==> src/rtl/alien_pkg.sv <==
// Shared types and constants for the alien free-direction evaluator.
// Build option: ALIEN_FREE_DIR_TIMEOUT_EN enables the map-read watchdog.
package alien_pkg;

  localparam logic [10:0] BOARD_X = 11'd32;
  localparam logic [10:0] BOARD_Y = 11'd160;
  localparam int unsigned TILE_LOG2 = 5;
  localparam int unsigned COLS = 18;
  localparam int unsigned ROWS = 10;
  // Width of a tile coordinate derived from an 11-bit pixel offset.
  localparam int unsigned TILE_W = 11 - TILE_LOG2;

  // Bit positions inside the free-direction code.
  localparam int unsigned DIR_LEFT   = 3;
  localparam int unsigned DIR_TOP    = 2;
  localparam int unsigned DIR_RIGHT  = 1;
  localparam int unsigned DIR_BOTTOM = 0;

  localparam logic [3:0] FREE_HORIZ = 4'b1010;
  localparam logic [3:0] FREE_VERT  = 4'b0101;

  typedef enum logic [1:0] {StIdle, StLocate, StProbe, StDone} state_e;

  typedef struct packed {
    logic       ok;
    logic [4:0] col;
    logic [3:0] row;
  } tile_ref_t;

  // Probe order index (0 left, 1 top, 2 right, 3 bottom) to result bit.
  function automatic logic [1:0] dir_bit(input logic [1:0] idx);
    case (idx)
      2'd0:    dir_bit = 2'(DIR_LEFT);
      2'd1:    dir_bit = 2'(DIR_TOP);
      2'd2:    dir_bit = 2'(DIR_RIGHT);
      default: dir_bit = 2'(DIR_BOTTOM);
    endcase
  endfunction

  // Neighbour tile of (col,row) in probe direction idx, with an on-board flag.
  function automatic tile_ref_t neighbour(input logic [1:0]        idx,
                                          input logic [TILE_W-1:0] col,
                                          input logic [TILE_W-1:0] row);
    logic [TILE_W:0] nc;
    logic [TILE_W:0] nr;
    logic            ok;
    tile_ref_t       t;
    nc = {1'b0, col};
    nr = {1'b0, row};
    ok = 1'b1;
    case (idx)
      2'd0: begin
        ok = (col != '0);
        nc = nc - {{TILE_W{1'b0}}, 1'b1};
      end
      2'd1: begin
        ok = (row != '0);
        nr = nr - {{TILE_W{1'b0}}, 1'b1};
      end
      2'd2:    nc = nc + {{TILE_W{1'b0}}, 1'b1};
      default: nr = nr + {{TILE_W{1'b0}}, 1'b1};
    endcase
    t.ok  = ok && (nc < (TILE_W + 1)'(COLS)) && (nr < (TILE_W + 1)'(ROWS));
    t.col = nc[4:0];
    t.row = nr[3:0];
    return t;
  endfunction

endpackage

==> src/rtl/alien_free_dir_if.sv <==
// Request/acknowledge read port into the dug-tunnel map.
interface alien_free_dir_if;
  logic       map_rd_req;
  logic [4:0] map_rd_col;
  logic [3:0] map_rd_row;
  logic       map_rd_ack;
  logic       map_rd_dug;

  modport master (
    output map_rd_req, map_rd_col, map_rd_row,
    input  map_rd_ack, map_rd_dug
  );

  modport slave (
    input  map_rd_req, map_rd_col, map_rd_row,
    output map_rd_ack, map_rd_dug
  );
endinterface

==> src/rtl/tile_locator.sv <==
// Combinational pixel-to-tile conversion for the alien's top-left corner.
module tile_locator
  import alien_pkg::*;
(
  input  logic [10:0]       x_i,
  input  logic [10:0]       y_i,
  output logic [TILE_W-1:0] col_o,
  output logic [TILE_W-1:0] row_o,
  output logic              aligned_x_o,
  output logic              aligned_y_o,
  output logic              off_board_o
);

  logic [10:0] rel_x;
  logic [10:0] rel_y;

  // Board-relative offsets split into tile index and in-tile remainder.
  always_comb begin
    rel_x       = x_i - BOARD_X;
    rel_y       = y_i - BOARD_Y;
    col_o       = rel_x[10:TILE_LOG2];
    row_o       = rel_y[10:TILE_LOG2];
    aligned_x_o = (rel_x[TILE_LOG2-1:0] == '0);
    aligned_y_o = (rel_y[TILE_LOG2-1:0] == '0);
    off_board_o = (x_i < BOARD_X) || (y_i < BOARD_Y);
  end

endmodule

==> src/rtl/alien_free_dir.sv <==
// Per-frame free-direction evaluator: locates the alien's tile, probes the four
// neighbours in the tunnel map and publishes which moves stay inside dug tunnel.
// Build option: ALIEN_FREE_DIR_TIMEOUT_EN adds a 63-cycle watchdog per map read.
module alien_free_dir
  import alien_pkg::*;
(
  input  logic                    clk,
  input  logic                    resetN,
  input  logic                    startOfFrame,
  input  logic [10:0]             alien_top_leftX,
  input  logic [10:0]             alien_top_leftY,
  alien_free_dir_if.master        map_if,
  output logic [3:0]              free_direction,
  output logic                    free_valid
);

  state_e            state_q, state_d;
  logic [10:0]       x_q, x_d;
  logic [10:0]       y_q, y_d;
  logic [TILE_W-1:0] col_q, col_d;
  logic [TILE_W-1:0] row_q, row_d;
  logic [1:0]        dir_q, dir_d;
  logic [3:0]        acc_q, acc_d;
  logic [3:0]        fd_q, fd_d;
  logic              fv_q, fv_d;
  logic              req_q, req_d;
  logic [4:0]        rcol_q, rcol_d;
  logic [3:0]        rrow_q, rrow_d;
`ifdef ALIEN_FREE_DIR_TIMEOUT_EN
  logic [5:0]        timer_q, timer_d;
`endif

  logic [TILE_W-1:0] loc_col;
  logic [TILE_W-1:0] loc_row;
  logic              loc_ax;
  logic              loc_ay;
  logic              loc_off;
  tile_ref_t         nb_first;
  tile_ref_t         nb_cur;
  tile_ref_t         nb_next;
  logic              advance;
  logic              preissue;

  tile_locator u_tile_locator (
    .x_i        (x_q),
    .y_i        (y_q),
    .col_o      (loc_col),
    .row_o      (loc_row),
    .aligned_x_o(loc_ax),
    .aligned_y_o(loc_ay),
    .off_board_o(loc_off)
  );

  // Next-state logic. A request is pre-issued on entry to a probe only when the
  // previous cycle carried no request, so back-to-back requests never change
  // address between consecutive cycles.
  always_comb begin
    state_d  = state_q;
    x_d      = x_q;
    y_d      = y_q;
    col_d    = col_q;
    row_d    = row_q;
    dir_d    = dir_q;
    acc_d    = acc_q;
    fd_d     = fd_q;
    fv_d     = 1'b0;
    req_d    = req_q;
    rcol_d   = rcol_q;
    rrow_d   = rrow_q;
    advance  = 1'b0;
    preissue = 1'b0;
    nb_first = neighbour(2'd0, loc_col, loc_row);
    nb_cur   = neighbour(dir_q, col_q, row_q);
    nb_next  = neighbour(dir_q + 2'd1, col_q, row_q);
`ifdef ALIEN_FREE_DIR_TIMEOUT_EN
    timer_d  = req_q ? timer_q + 6'd1 : '0;
`endif
    case (state_q)
      StIdle: begin
        if (startOfFrame) begin
          x_d     = alien_top_leftX;
          y_d     = alien_top_leftY;
          state_d = StLocate;
        end
      end
      StLocate: begin
        col_d   = loc_col;
        row_d   = loc_row;
        dir_d   = 2'd0;
        acc_d   = '0;
        state_d = StDone;
        if (loc_off) begin
          acc_d = fd_q;
        end else if (loc_ax && loc_ay) begin
          state_d = StProbe;
          if (nb_first.ok) begin
            req_d  = 1'b1;
            rcol_d = nb_first.col;
            rrow_d = nb_first.row;
          end
        end else if (loc_ay) begin
          acc_d = FREE_HORIZ;
        end else if (loc_ax) begin
          acc_d = FREE_VERT;
        end else begin
          acc_d = fd_q;
        end
      end
      StProbe: begin
        if (req_q) begin
          if (map_if.map_rd_ack) begin
            acc_d[dir_bit(dir_q)] = map_if.map_rd_dug;
            req_d   = 1'b0;
            advance = 1'b1;
          end
`ifdef ALIEN_FREE_DIR_TIMEOUT_EN
          else if (timer_q == 6'd62) begin
            acc_d[dir_bit(dir_q)] = 1'b0;
            req_d   = 1'b0;
            advance = 1'b1;
          end
`endif
        end else if (!nb_cur.ok) begin
          acc_d[dir_bit(dir_q)] = 1'b0;
          advance  = 1'b1;
          preissue = 1'b1;
        end else begin
          req_d  = 1'b1;
          rcol_d = nb_cur.col;
          rrow_d = nb_cur.row;
        end
        if (advance) begin
          if (dir_q == 2'd3) begin
            state_d = StDone;
          end else begin
            dir_d = dir_q + 2'd1;
            if (preissue && nb_next.ok) begin
              req_d  = 1'b1;
              rcol_d = nb_next.col;
              rrow_d = nb_next.row;
            end
          end
        end
      end
      StDone: begin
        fd_d    = acc_q;
        fv_d    = 1'b1;
        state_d = StIdle;
      end
      default: state_d = StIdle;
    endcase
  end

  // State and registered outputs; reset drops any outstanding read at once.
  always_ff @(posedge clk or negedge resetN) begin
    if (!resetN) begin
      state_q <= StIdle;
      x_q     <= '0;
      y_q     <= '0;
      col_q   <= '0;
      row_q   <= '0;
      dir_q   <= '0;
      acc_q   <= '0;
      fd_q    <= '0;
      fv_q    <= 1'b0;
      req_q   <= 1'b0;
      rcol_q  <= '0;
      rrow_q  <= '0;
`ifdef ALIEN_FREE_DIR_TIMEOUT_EN
      timer_q <= '0;
`endif
    end else begin
      state_q <= state_d;
      x_q     <= x_d;
      y_q     <= y_d;
      col_q   <= col_d;
      row_q   <= row_d;
      dir_q   <= dir_d;
      acc_q   <= acc_d;
      fd_q    <= fd_d;
      fv_q    <= fv_d;
      req_q   <= req_d;
      rcol_q  <= rcol_d;
      rrow_q  <= rrow_d;
`ifdef ALIEN_FREE_DIR_TIMEOUT_EN
      timer_q <= timer_d;
`endif
    end
  end

  assign map_if.map_rd_req = req_q;
  assign map_if.map_rd_col = rcol_q;
  assign map_if.map_rd_row = rrow_q;
  assign free_direction    = fd_q;
  assign free_valid        = fv_q;

endmodule

==> src/flat_wrapper.sv <==
// flat-port wrapper written by rule: the top's interface ports become plain ports
module alien_free_dir_flat import alien_pkg::*;
  (clk, resetN, startOfFrame, alien_top_leftX, alien_top_leftY, free_direction, free_valid, map_if_map_rd_req, map_if_map_rd_col, map_if_map_rd_row, map_if_map_rd_ack, map_if_map_rd_dug);
  alien_free_dir_if map_if_i ();
  input  logic clk;
  input  logic resetN;
  input  logic startOfFrame;
  input  logic [10:0] alien_top_leftX;
  input  logic [10:0] alien_top_leftY;
  output logic [3:0] free_direction;
  output logic free_valid;
  output wire logic [$bits(map_if_i.map_rd_req)-1:0] map_if_map_rd_req;
  output wire logic [$bits(map_if_i.map_rd_col)-1:0] map_if_map_rd_col;
  output wire logic [$bits(map_if_i.map_rd_row)-1:0] map_if_map_rd_row;
  input wire logic [$bits(map_if_i.map_rd_ack)-1:0] map_if_map_rd_ack;
  input wire logic [$bits(map_if_i.map_rd_dug)-1:0] map_if_map_rd_dug;
  assign map_if_map_rd_req = map_if_i.map_rd_req;
  assign map_if_map_rd_col = map_if_i.map_rd_col;
  assign map_if_map_rd_row = map_if_i.map_rd_row;
  assign map_if_i.map_rd_ack = map_if_map_rd_ack;
  assign map_if_i.map_rd_dug = map_if_map_rd_dug;
  alien_free_dir u_core (.clk(clk), .resetN(resetN), .startOfFrame(startOfFrame), .alien_top_leftX(alien_top_leftX), .alien_top_leftY(alien_top_leftY), .map_if(map_if_i), .free_direction(free_direction), .free_valid(free_valid));
endmodule
==> config.mk <==
export PLATFORM = sky130hd
export DESIGN_NAME = alien_free_dir_flat
export DESIGN_NICKNAME = d
export VERILOG_FILES = /design/src/rtl/alien_pkg.sv /design/src/rtl/alien_free_dir_if.sv /design/src/rtl/tile_locator.sv /design/src/rtl/alien_free_dir.sv /design/src/flat_wrapper.sv
export SDC_FILE = /design/constraint.sdc
export NUM_CORES = 1
export LEC_CHECK = 0
export CAP_MARGIN = 20
export CORE_ASPECT_RATIO = 0.7
export CORE_MARGIN = 2
export CORE_UTILIZATION = 58
export CTS_CLUSTER_SIZE = 40
export DETAILED_ROUTE_END_ITERATION = 10
export PLACE_DENSITY = 0.9
export SLEW_MARGIN = 20
export SYNTH_ARGS = -nofsm -noshare
export SYNTH_HDL_FRONTEND = slang
export SYNTH_SLANG_ARGS = --single-unit
==> constraint.sdc <==
create_clock -name clk -period 4 [get_ports clk]
set_clock_uncertainty 0.05 [all_clocks]
set_input_delay 1.2 -clock clk [delete_from_list [all_inputs] [get_ports clk]]
set_output_delay 1.2 -clock clk [all_outputs]
set_load 0.02 [all_outputs]
# ---- Word level (Yosys, flattened, before mapping)
# Index checks and enable logic that the tools add are counted.
dict set report totals {
  inputBits 27
  regBits 57
  out_inout_bits 15
}
dict set report op_classes {
  bitwise_logic 2
  add_sub_neg 8
  eq_ne 17
  n_reduce_logical 27
  n_mux 70
  magnitude_cmp 12
}
# op n
set op_table {}
lappend op_table {{$mux W4} 15}
lappend op_table {{$pmux W7 S2} 4}
lappend op_table {{$mux W5} 8}
lappend op_table {{$mux W2} 12}
lappend op_table {{$lt A7 B5 Y1 const B} 3}
lappend op_table {{$sub A6 B1 Y7 const B} 3}
lappend op_table {{$mux W1} 19}
lappend op_table {{$reduce_bool A6 Y1} 3}
lappend op_table {{$pmux W4 S2} 2}
lappend op_table {{$add A6 B1 Y7 const B} 2}
lappend op_table {{$lt A7 B4 Y1 const B} 2}
lappend op_table {{$lt A11 B6 Y1 const B} 1}
lappend op_table {{$lt A11 B8 Y1 const B} 1}
lappend op_table {{$sub A11 B6 Y11 const B} 1}
lappend op_table {{$sub A11 B8 Y11 const B} 1}
lappend op_table {{$eq A2 B2 Y1 const B} 5}
lappend op_table {{$logic_and A1 B1 Y1} 10}
lappend op_table {{$logic_not A5 Y1} 2}
lappend op_table {{$pmux W5 S2} 1}
lappend op_table {{$reduce_and A3 Y1} 3}
lappend op_table {{$ne A2 B1 Y1 const B} 4}
lappend op_table {{$pmux W2 S4} 1}
lappend op_table {{$eq A2 B1 Y1 const B} 3}
lappend op_table {{$logic_not A2 Y1} 3}
lappend op_table {{19 further kinds} 27}

# ---- Logic depth before layout (Yosys ltp)
dict set report logic_depth {
  word_depth 17
  mapped_depth 13
  ltp_nobuf 10
}

# ---- Modules after synthesis
# Synthesis repeated with hierarchy kept, for this count alone.
dict set report unflattened {
  cells_unflattened 473
  hier_area_um2 4394.2
}
# mod instances area_each_um2 cells_each seq_area_each_um2
set by_module_without_submodules {}
lappend by_module_without_submodules {alien_free_dir 1 4180.3 441 1426.4}
lappend by_module_without_submodules {tile_locator 1 214.0 32 0.0}

# ---- Worst setup path before layout
# Ideal clock, no wire load.
dict set report synth_timing {
  path_type {register -> register}
  startpoint {register u_core.x_q[6]}
  endpoint {register u_core.rrow_q[0], in the netlist u_core.map_if.map_rd_row[0]}
  setup_time_ps 120
  path_slack_ps 1092
  period_less_slack_ps 2908
  t_required_ps 3830
  stages_incl_launch_ff 11
  arrival_time_ps 2739
  path_cell_list {dfrtp_1 inv_1 ha_1 xnor2_2 a21oi_1 o31a_1 or4_1 a311o_4 o21ai_2 mux2_1 a31o_1}
}
dict set report synth_via {
  elab_chain_len 7
  elab_cells_between_ends 11
  cone_classes {add/sub: 2; order compare: 2; eq/ne: 2; reduce/logical: 5}
}
# item line
set synth_rtl {}
lappend synth_rtl {{from (decl)} alien_free_dir.sv:18} ;# logic [10:0] x_q, x_d;
lappend synth_rtl {{from (signal assigned)} alien_free_dir.sv:158} ;# x_q <= '0;
lappend synth_rtl {{from (signal assigned)} alien_free_dir.sv:174} ;# x_q <= x_d;
lappend synth_rtl {{$sub A11 B6 Y11} tile_locator.sv:19} ;# rel_x = x_i - BOARD_X;
lappend synth_rtl {{$sub A6 B1 Y7} alien_pkg.sv:54} ;# nc = nc - {{TILE_W{1'b0}}, 1'b1};
lappend synth_rtl {{$lt A7 B5 Y1} alien_pkg.sv:63} ;# t.ok = ok && (nc < (TILE_W + 1)'(COLS)) && (nr < (TILE_W + 1)'(ROWS));
lappend synth_rtl {{$logic_and A1 B1 Y1 (2 in a row)} alien_pkg.sv:63}
lappend synth_rtl {{$ne A2 B1 Y1 (no source line)} --}
lappend synth_rtl {{$reduce_and A4 Y1 (no source line) *} --}
lappend synth_rtl {{to (signal assigned)} alien_free_dir.sv:184} ;# rrow_q <= rrow_d;
lappend synth_rtl {{to (decl)} alien_free_dir.sv:28} ;# logic [3:0] rrow_q, rrow_d;
# Every way passes the cells marked *; elsewhere a longest branch is shown, timed or not.
# A chain may end at the register's enable or synchronous reset.

# ---- Final worst setup path
dict set report layout_timing {
  startpoint {register u_core.dir_q[0]}
  endpoint {register u_core.rrow_q[0], in the netlist u_core.map_if.map_rd_row[0]}
}
dict set report layout_via {
  elab_chain_len 13
  elab_cells_between_ends 36
  cone_classes {add/sub: 1; order compare: 4; eq/ne: 5; mux: 17; reduce/logical: 9}
}
# item line
set layout_rtl {}
lappend layout_rtl {{from (decl)} alien_free_dir.sv:22} ;# logic [1:0] dir_q, dir_d;
lappend layout_rtl {{from (signal assigned)} alien_free_dir.sv:178} ;# dir_q <= dir_d;
lappend layout_rtl {{$eq A2 B2 Y1 / $logic_not A2 Y1 (equally long branches)} alien_pkg.sv:51} ;# case (idx)
lappend layout_rtl {{$reduce_or A2 Y1 (no source line) / $pmux W7 S2 (equally long branches)} --}
lappend layout_rtl {{$pmux W7 S2 / $lt A7 B5 Y1 (equally long branches)} {alien_pkg.sv:51, alien_pkg.sv:63}}
lappend layout_rtl {{$lt A7 B4 Y1 / $logic_and A1 B1 Y1 (equally long branches)} alien_pkg.sv:63}
lappend layout_rtl {{$logic_and A1 B1 Y1} alien_pkg.sv:63}
lappend layout_rtl {{$mux W1} alien_free_dir.sv:123} ;# end else if (!nb_cur.ok) begin
lappend layout_rtl {{$mux W1} alien_free_dir.sv:110} ;# if (req_q) begin
lappend layout_rtl {{$mux W1} alien_free_dir.sv:78} ;# case (state_q)
lappend layout_rtl {{$logic_and A1 B1 Y1} alien_free_dir.sv:137} ;# if (preissue && nb_next.ok) begin
lappend layout_rtl {{$mux W4} alien_free_dir.sv:137}
lappend layout_rtl {{$mux W4} alien_free_dir.sv:133} ;# if (dir_q == 2'd3) begin
lappend layout_rtl {{$mux W4 *} alien_free_dir.sv:132} ;# if (advance) begin
lappend layout_rtl {{$pmux W4 S2 *} alien_free_dir.sv:78}
# Every way passes the cells marked *; elsewhere a longest branch is shown, timed or not. The select of a mux whose other input is x is not followed.

==> results.py <==
metrics = {
    "detailed_routing": {
        "drt-initial-drc-count": 432,
        "first_pass_iters": 5,
        "vias": 3906,
        "drc": 0,
        "wire_per_inst_microns": 18.7,
        "wirelength_microns": 11100,
        "via_per_inst": 6.55,
        "ant_nets": 0,
    },
    "clock_network": {
        "cts.reportedPaths.clkPinSlew_ns": 0.07,
        "htree_levels": 3,
        "cts_buffers": 9,
        "clockRootBuffer": "clkbuf_8",
        "cts_max_path_buffers": 2,
        "post_cts_resize_count": 0,
        "clk_latency_ns": 0.35,
        "cts_post_setup_buffers_inserted": 0,
        "cts_tree": "built",
        "clock-sinks": 57,
        "holdBufCountCts": 0,
    },
    "grt": {
        "antenna_found_initial": 0,
        "grt_pass1_vias": 3789,
        "grt_pass1_wl_microns": 18500,
        "grt_usage_pct": 28.1,
        "grt_max_degree": 58,
        "grt.overflow.total": 0,
    },
    "critical_path": {
        "cp.depth": 9,
        "reg2reg_slack_ns": 0.45,
        "start_kind": "flop",
        "endpoint_kind": "flop",
        "cp_top_family": "compound AO/OA/AOI/OAI gates",
        "reg2regPathDepth": 9,
        "crit_path_top_delay_cell": "ha_1",
        "cp_max_fo": 18,
        "worst_r2r_endpoint": "u_core.map_if.map_rd_row[0]",
        "crit_buf_inv": 0,
        "startpoint": "u_core.dir_q[0]",
        "crit_chain": "ha_1 > nor2b_1 > a21boi_0 > o21ai_0 > o21ai_0 > a31oi_1 > nor2b_4 > o21ai_0 > a31o_1",
        "max_stage_delay_ns": 0.67,
        "crit_arrival_ns": 3.73,
        "path_common_cell": "o21ai_0",
        "endpoint": "u_core.map_if.map_rd_row[0]",
        "worstReg2RegStart": "u_core.dir_q[0]",
        "required_ns": 4.18,
        "worstSetupPathType": "flop to flop",
    },
    "timing": {
        "setup_viol": 0,
        "clock.fmax_mhz": 282,
        "hold_viol": 0,
        "period_needed_ns": 3.55,
        "timing.final.crit_share_pct": 88.7,
        "slew_headroom_pct": 44.2,
        "grt_setup_unrepaired": "no",
        "tns_ns": 0,
        "tightestPinTransition_ns": 0.835,
        "holdWs_ns": 0.459,
        "report.final.slew_viol_count": 0,
    },
    "layout": {
        "fill_cells": 523,
        "diodes": 0,
        "final_nets": 539,
        "area_growth_pct": 14.3,
        "drive_gt1_share_pct": 12.4,
        "fin_area_sq_mm": 0.00493,
    },
    "synthesis": {
        "ys_warn_count": 0,
        "syn_area_sq_mm": 0.00431,
        "synth.area.top_cells": "dfrtp_1 (33%), mux2_2 (8.1%), ha_1 (5.5%)",
        "synthAdderAreaFrac_pct": 5.51,
        "ys.flop_type": "dfrtp_1",
        "synth_most_common_cell": "dfrtp_1",
        "synth_edf_count": 0,
        "synth.area.mux_share_pct": 10.4,
        "syn_avg_cell_area_sq_um": 9.15,
        "yosys.area_share.simple_pct": 18.1,
        "ys_async_sr_fraction_pct": 100,
        "synth-seq-cells": 57,
        "syn_inst": 471,
        "synth_xor_area_share_pct": 3.42,
        "synth_compound_area_share_pct": 22.9,
        "synth.distinct_cells": 74,
        "synth_top_family_by_area": "compound AO/OA/AOI/OAI gates",
        "syn-num-nets": 517,
        "yosysTopAreaCellShare_pct": 33.1,
        "yosysSeqAreaShare_pct": 33.1,
        "synth.largest_area_cell": "dfrtp_1",
        "yosys-top-cells-count": "dfrtp_1 (57), mux2_2 (31), nor2_1 (31), inv_1 (28), o21ai_0 (22)",
    },
    "power": {
        "ir_worst_vdd_v": 0.000491,
        "p_int_mw": 2.28,
        "switchingPower_mw": 2.02,
        "switching_share_pct": 47.0,
        "p_clk_share_pct": 14.3,
        "powerDensity_mw_per_mm2": 873,
        "combPwrFrac_pct": 55.7,
        "p_leak_nw": 1.98,
        "sequentialPowerShare_pct": 30.0,
    },
    "floorplanning": {
        "core-area_sq_mm": 0.00725,
        "io_pins": 42,
        "fp.dieW_microns": 107,
        "die_area_sq_mm": 0.00815,
        "rows": 26,
        "initial_core_util_pct": 59.4,
        "die_y_microns": 76.1,
    },
    "placement": {
        "io_buffers": 41,
        "gp_congestion": 0.959,
        "dpl.hpwl_microns": 7730,
        "dpl_cell_area_sq_mm": 0.00470,
    },
    "outcome": {
        "outcome": "finished clean",
    },
    "run": {
        "maxCapViolations": 0,
    },
    "hold_path": {
        "hold_path.class": "flop to flop",
    },
}
-- per-stage QoR --
stage | total power, mW | instances | utilization, % | setup slack [ns]
after detailed placement | 3.59 | 580 | 64.8 | 0.594
after floorplan | 2.98 | 471 | - | 1.09
after global placement | 3.50 | 580 | 64.8 | 0.636
after CTS | 4.25 | 596 | 67.9 | 0.518
final | 4.30 | 596 | 67.9 | 0.452
after global routing | 4.58 | 596 | 67.9 | 0.168
-- cell families (layout without fill, tap and decap cells) --
family / Yosys count / count (layout)
AO/OA/AOI/OAI: 133 / 133
XOR/XNOR: 16 / 16
adder cells (fa/ha/maj): 19 / 19
buffers and inverters: 64 / 91
flip-flops: 57 / 57
multiplexers: 41 / 41
AND/OR/NAND/NOR: 141 / 141
-- power by group through the flow --
stage,Clock [mW],Combinational [mW],Sequential (mW)
after global placement,0,2.25,1.25
final,0.614,2.40,1.29
after floorplan,0,1.88,1.10
after detailed placement,0,2.31,1.28
after global routing,0.645,2.61,1.33
after CTS,0.617,2.36,1.27
-- state kept, by name, indices dropped and copies added (netlist names) --
register,count
u_core.free_valid,1
u_core.map_if.map_rd_row,4
u_core.y_q,11
u_core.acc_q,4
u_core.dir_q,2
u_core.map_if.map_rd_req,1
u_core.x_q,11
u_core.col_q,6
u_core.free_direction,4
u_core.map_if.map_rd_col,5
u_core.state_q,2
u_core.row_q,6
-- per-layer routing --
| metal | global-route usage (%) | up-vias | part of all wire [%] |
|---|---|---|---|
| met5 | 0 | - | 0 |
| met4 | 8.57 | 0 | 1.4 |
| met3 | 5.56 | 19 | 9.2 |
| met2 | 43.0 | 219 | 46 |
| met1 | 40.3 | 1884 | 43 |
| li1 | - | 1784 | - |
-- final cells by class --
class / count / area (sq um) / share of cell area [%]
multi-input cells: 350 / 2610 / 52.9
flip-flops and latches: 57 / 1430 / 28.9
repair buffers: 45 / 435 / 8.84
clock buffers: 9 / 124 / 2.51
well taps: 98 / 123 / 2.49
inverters: 30 / 113 / 2.29
clock inverters: 7 / 101 / 2.06
-- cells in the final DEF, fill, tap and decap left out, types with 6 or more instances in the layout --
cell type,n
dfrtp_1,57
clkdlybuf4s50_1,40
nor2_1,31
mux2_2,31
inv_1,28
o21ai_0,22
nand2_1,20
a21oi_1,19
ha_1,19
nand3_1,13
nor2b_1,12
nor3_1,12
a31oi_1,11
nor3b_1,10
mux2i_1,9
clkbuf_8,9
xor2_1,8
a21boi_0,7
and3_1,7
xnor2_1,7
a32oi_1,6
nand2b_1,6
-- how the worst min path moves through the flow --
stage,to,cells after the start,startpoint
2_1_floorplan,u_core.row_q[0],1,u_core.y_q[5]
3_3_place_gp,u_core.x_q[2],1,u_core.x_q[2]
3_5_place_dp,u_core.x_q[3],1,u_core.x_q[3]
4_1_cts,u_core.x_q[3],1,u_core.x_q[3]
5_1_grt,u_core.x_q[2],1,u_core.x_q[2]
6_report,u_core.x_q[3],1,u_core.x_q[3]
Power figures use the tool's default switching activity.
